File: config.mk
export PLATFORM = sky130hd
export DESIGN_NAME = riscv_fetch_req_ctrl
export DESIGN_NICKNAME = d
export VERILOG_FILES = /design/src/rtl/riscv_fetch_req_ctrl.sv
export SDC_FILE = /design/constraint.sdc
export NUM_CORES = 1
export LEC_CHECK = 0
export ABC_AREA = 1
export BUFFER_PORTS_ARGS = -buffer_cell sky130_fd_sc_hd__buf_2
export CORE_MARGIN = 4
export CORE_UTILIZATION = 48
export DETAILED_ROUTE_END_ITERATION = 10
export PLACE_DENSITY_LB_ADDON = 0.15
export SETUP_SLACK_MARGIN = 0.02
export SLEW_MARGIN = 25
export SYNTH_ARGS = -nofsm -noshare
export SYNTH_HDL_FRONTEND = slang
export SYNTH_SLANG_ARGS = --single-unit
File: constraint.sdc
create_clock -name clk -period 1.6 [get_ports clk]
set_input_delay 0.16 -clock clk [delete_from_list [all_inputs] [get_ports clk]]
set_output_delay 0.16 -clock clk [all_outputs]
set_load 0.05 [all_outputs]
File: src/rtl/riscv_fetch_req_ctrl.sv
// riscv_fetch_req_ctrl
//   Instruction-fetch request controller. Issues word-aligned requests to
//   instruction memory, keeps at most one transaction outstanding, pushes
//   responses into the fetch FIFO with zero latency and handles branch
//   redirects, including responses that are still in flight when a branch
//   arrives.
//
//   Optional feature macro: FETCH_STALL_CNT_EN
//     defined   -> stall_cnt_o counts request cycles without a grant
//                  (saturating, cleared by branch_i)
//     undefined -> stall_cnt_o tied to zero, no counter logic
//
//   The memory and FIFO handshakes are combinational by nature: the request,
//   the FIFO push and the flush strobe respond to inputs in the same cycle.
module riscv_fetch_req_ctrl #(
    parameter logic [31:0] BOOT_ADDR = 32'h1C00_8080,
    localparam int unsigned ADDR_W   = 32,
    localparam int unsigned CNT_W    = 16
) (
    input  logic              clk,
    input  logic              rst_n,

    input  logic              req_i,
    input  logic              branch_i,
    input  logic [ADDR_W-1:0] branch_addr_i,

    output logic              instr_req_o,
    output logic [ADDR_W-1:0] instr_addr_o,
    input  logic              instr_gnt_i,
    input  logic              instr_rvalid_i,
    input  logic [ADDR_W-1:0] instr_rdata_i,

    output logic              fifo_valid_o,
    output logic [ADDR_W-1:0] fifo_addr_o,
    output logic [ADDR_W-1:0] fifo_rdata_o,
    input  logic              fifo_ready_i,
    output logic              fifo_clear_o,

    output logic              busy_o,
    output logic [CNT_W-1:0]  stall_cnt_o
);

    typedef enum logic [1:0] {
        IDLE         = 2'd0,
        WAIT_GNT     = 2'd1,
        WAIT_RVALID  = 2'd2,
        WAIT_ABORTED = 2'd3
    } state_e;

    state_e            state_q;
    state_e            state_d;

    // Word address of the next (or currently requested) fetch.
    logic [ADDR_W-1:0] fetch_addr_q;
    // Full address of the word whose response is outstanding.
    logic [ADDR_W-1:0] resp_addr_q;
    // Low address bits carried by the first word after reset or branch.
    logic [1:0]        first_lo_q;

    logic              can_req;
    logic              gnt_fire;
    logic [ADDR_W-1:0] req_addr;
    logic [1:0]        req_lo;

    // A branch redirects the request address in the very cycle it arrives.
    assign can_req      = req_i & fifo_ready_i;
    assign req_addr     = branch_i ? {branch_addr_i[ADDR_W-1:2], 2'b00} : fetch_addr_q;
    assign req_lo       = branch_i ? branch_addr_i[1:0] : first_lo_q;
    assign gnt_fire     = instr_req_o & instr_gnt_i;

    assign instr_addr_o = req_addr;
    assign fifo_addr_o  = resp_addr_q;
    assign fifo_rdata_o = instr_rdata_i;
    assign fifo_clear_o = rst_n & branch_i;
    assign busy_o       = (state_q != IDLE);

    // State register.
    always_ff @(posedge clk or negedge rst_n) begin
        if (!rst_n) begin
            state_q <= IDLE;
        end else begin
            state_q <= state_d;
        end
    end

    // Next-state, memory request and FIFO push decode.
    always_comb begin
        state_d      = state_q;
        instr_req_o  = 1'b0;
        fifo_valid_o = 1'b0;

        if (rst_n) begin
            case (state_q)
                IDLE: begin
                    if (can_req) begin
                        instr_req_o = 1'b1;
                        state_d     = instr_gnt_i ? WAIT_RVALID : WAIT_GNT;
                    end
                end

                WAIT_GNT: begin
                    instr_req_o = 1'b1;
                    if (instr_gnt_i) begin
                        state_d = WAIT_RVALID;
                    end
                end

                WAIT_RVALID, WAIT_ABORTED: begin
                    if (instr_rvalid_i) begin
                        // Aborted or flushed responses are dropped silently.
                        fifo_valid_o = (state_q == WAIT_RVALID) & ~branch_i;
                        if (can_req) begin
                            instr_req_o = 1'b1;
                            state_d     = instr_gnt_i ? WAIT_RVALID : WAIT_GNT;
                        end else begin
                            state_d = IDLE;
                        end
                    end else if (branch_i) begin
                        state_d = WAIT_ABORTED;
                    end
                end

                default: begin
                    state_d = IDLE;
                end
            endcase
        end
    end

    // Fetch address, response address and first-word low bits.
    always_ff @(posedge clk or negedge rst_n) begin
        if (!rst_n) begin
            fetch_addr_q <= {BOOT_ADDR[ADDR_W-1:2], 2'b00};
            resp_addr_q  <= BOOT_ADDR;
            first_lo_q   <= BOOT_ADDR[1:0];
        end else if (gnt_fire) begin
            fetch_addr_q <= req_addr + ADDR_W'(4);
            resp_addr_q  <= {req_addr[ADDR_W-1:2], req_lo};
            first_lo_q   <= 2'b00;
        end else if (branch_i) begin
            fetch_addr_q <= req_addr;
            first_lo_q   <= req_lo;
        end
    end

`ifdef FETCH_STALL_CNT_EN
    logic [CNT_W-1:0] stall_cnt_q;

    // Saturating count of request cycles that were not granted.
    always_ff @(posedge clk or negedge rst_n) begin
        if (!rst_n) begin
            stall_cnt_q <= '0;
        end else if (branch_i) begin
            stall_cnt_q <= '0;
        end else if (instr_req_o && !instr_gnt_i && (stall_cnt_q != '1)) begin
            stall_cnt_q <= stall_cnt_q + CNT_W'(1);
        end
    end

    assign stall_cnt_o = stall_cnt_q;
`else
    assign stall_cnt_o = '0;
`endif

    // Request addresses are always word aligned.
    a_req_aligned: assert property (@(posedge clk) disable iff (!rst_n)
        instr_req_o |-> (instr_addr_o[1:0] == 2'b00));

    // Nothing is pushed during a flush.
    a_no_push_on_clear: assert property (@(posedge clk) disable iff (!rst_n)
        !(fifo_valid_o && fifo_clear_o));

    // A pending, ungranted request is held with a stable address unless redirected.
    a_req_hold: assert property (@(posedge clk) disable iff (!rst_n)
        (instr_req_o && !instr_gnt_i && !branch_i) |=>
            (instr_req_o && (branch_i || $stable(instr_addr_o))));

endmodule
==> results.yml <==
sta:
  holdWs_ps: 86.53
  setup_viol: 0
  slew_violations: 0
  setup_ws_ps: 4.774
  fin_setup_tns_ps: 0
  clock_skew_ps: 9.324
  rsz0062_at_grt: "yes"
  fin_crit_ps: 1595
  fmax_mhz: 626.9
  final_hold_viol_count: 0
  maxSlewHeadroom: 0.4933
  tightest_slew_ps: 760.1
  fin_crit_sh: 0.9970
route:
  first_pass_iters: 5
  drc: 0
  wl_um: 11500
  num_vias: 4086
  ant_nets: 0
  drtIter0Drc: 199
  via_per_inst: 4.888
  wl_per_cell_um: 13.76
run:
  drv_cap: 0
worst_setup_path:
  path_class: "register to register"
  crit_fanout: 7
  cp.arrival_ps: 1830
  worstSetupStartpointType: "register"
  crit_required_ps: 1840
  end_kind: "register"
place:
  place_ws_ps: -187.9
  place_area_sq_um: 5151
  io_buffers: 106
  hpwl_um: 8690
  dp_cells: 815
  gp_congestion: 0.9494
grt:
  grt_max_degree: 59
  antenna_found_initial: 0
  grt_pass1_wl_um: 18330
  grt_pass1_vias: 3848
  grt_util_all_layers: 0.2261
  gr-total-overflow: 0
synthesis:
  yosys-top-cells-area: "dfrtp_1 35%, nand2_1 18%, buf_4 9.4%"
  async_flop_share: 1.000
  synth_top_area_frac: 0.3491
  yosysSeqAreaShare: 0.4123
  yosysWarnings: 0
  synth_common_cells: "201 x nand2_1, 64 x inv_1, 58 x dfrtp_1"
  yosys_most_used_dff: "dfrtp_1"
  synth_cells: 576
  synth_edf_count: 0
  yosys.area.top_type: "dfrtp_1"
  synth_seq_cells: 68
  avgSynthCellArea_sq_um: 7.218
  synth.most_common_cell: "nand2_1"
  synth.cell_area_sq_um: 4158
  synth_cell_types: 31
clock_network:
  cts_tree: "built"
  cts_sinks: 68
  cts.htree.levels: 3
  clk_path_buf_depth: 2
  worst_skew_pair.late_latency_ps: 350
  clockRootBuffer: "clkbuf_8"
  path_clk_slew_ps: 70
  numCtsBuffers: 9
cells_and_area:
  multi_input_area_sq_um: 2072
  n_fill_cell: 755
  stdcell_area_sq_um: 5532
  layoutNonFillerInstCount: 836
  drive_gt1_frac: 0.3981
  diodes: 0
  area_growth_syn_to_layout_pct: 33.04
  nNetsFinal: 798
  regArea_sq_um: 1714
  utilization: 0.6632
floorplanning:
  design.portCount: 187
  initial_core_util: 0.4985
  die_area_sq_um: 10220
  row_count: 33
  die_h_um: 101.1
  core-area_sq_um: 8341
  die-width_um: 101.1
pwr:
  vdd_drop_max_uv: 765.9
  p_leak_nw: 2.996
  totalPowerFinal_mw: 7.866
  p_per_area_nw_per_um2: 1422
outcome:
  status: "complete, no violations"
min_path:
  worstHoldPathType: "input port to async pin"
[what timing repair did]
action / in CTS / in global routing
resized for setup: 6 / 51
setup buffers: 1 / 2
endpoints found under the setup margin: 12 / 43
hold buffers: 1 / 0
hold endpoints to repair: 10 / 0
pin swaps: 1 / 19
cloned: 1 / 0
[critical path: stages, from the launching register on]
cell and delay [ps]:
dfstp_2 540, nand2_2 60, nand2_4 80, nand2_4 60, nor2_1 160, nand2_2 120
nor3_4 130, buf_6 150, nand3_1 70, nand2_1 60, nand2_1 50
[flip-flops by register name, indices dropped and copies added (netlist names)]
name,flops
state_q,2
fetch_addr_q,32
fifo_addr_o,32
first_lo_q,2
[path summary, 6_finish.rpt]
kind	startpoint	to	slack, ps	cells after the start
setup / recovery	fetch_addr_q[7]$_DFFE_PN1P_	fetch_addr_q[29]$_DFFE_PN0P_	5	10
hold / removal	rst_n	fifo_addr_o[10]$_DFFE_PN0P_	90	2
setup reg to reg	fetch_addr_q[7]$_DFFE_PN1P_	fetch_addr_q[29]$_DFFE_PN0P_	5	10
hold reg to reg	fetch_addr_q[1]$_DFFE_PN0P_	fetch_addr_q[1]$_DFFE_PN0P_	480	2
max in group asynchronous	rst_n	state_q[1]$_DFFE_PN0P_	770	3
min in group clk	branch_addr_i[1]	fifo_addr_o[1]$_DFFE_PN0P_	140	5
[cells by family after synthesis]
family,after synthesis,share of synthesized area
simple gates,311,0.3220
buf+inv,132,0.1712
flops,68,0.4123
compound gates,52,0.06741
xor+xnor,11,0.02317
fa+ha+maj,1,0.003009
other cells,1,0.0009019
[cell type report]
class / instances / share of cell area
Tap cell: 105 / 0.02375
Multi-Input combinational cell: 392 / 0.3746
Timing Repair Buffer: 187 / 0.2162
Sequential cell: 68 / 0.3099
Clock buffer: 14 / 0.02760
Clock inverter: 2 / 0.001810
Inverter: 68 / 0.04614
[power breakdown]
| group | total (mW) | switching [mW] | internal, mW |
|---|---|---|---|
| sequential | 2.57 | 0.276 | 2.30 |
| clock | 1.26 | 0.655 | 0.604 |
| combinational | 4.03 | 2.97 | 1.06 |
[layout by cell type, fill, tap and decap left out, drive strengths merged, types with 2 or more instances in the layout]
master  synthesis  layout
o21a            2       2
clkinv          0       2
conb            1      16
nand4          10      10
dfstp          10      10
nor3            4       4
nor2           47      48
buf            59     183
o21ai          44      44
clkbuf          5      17
nand3          29      29
xor2           11      11
dfrtp          58      58
a21oi           4       4
inv            68      68
nand2         218     218
[metal layers]
layer  track usage  routed length [um]  share of wire  vias to the layer above
li1              -                   -              -                     2005
met1        0.3141                5188           0.45                     1916
met2        0.3612                5424           0.47                      142
met3       0.03253                 712          0.062                       23
met4       0.07873                 178          0.015                        0
met5             0                   0              0                        -
(Power assumes the default switching activity.)
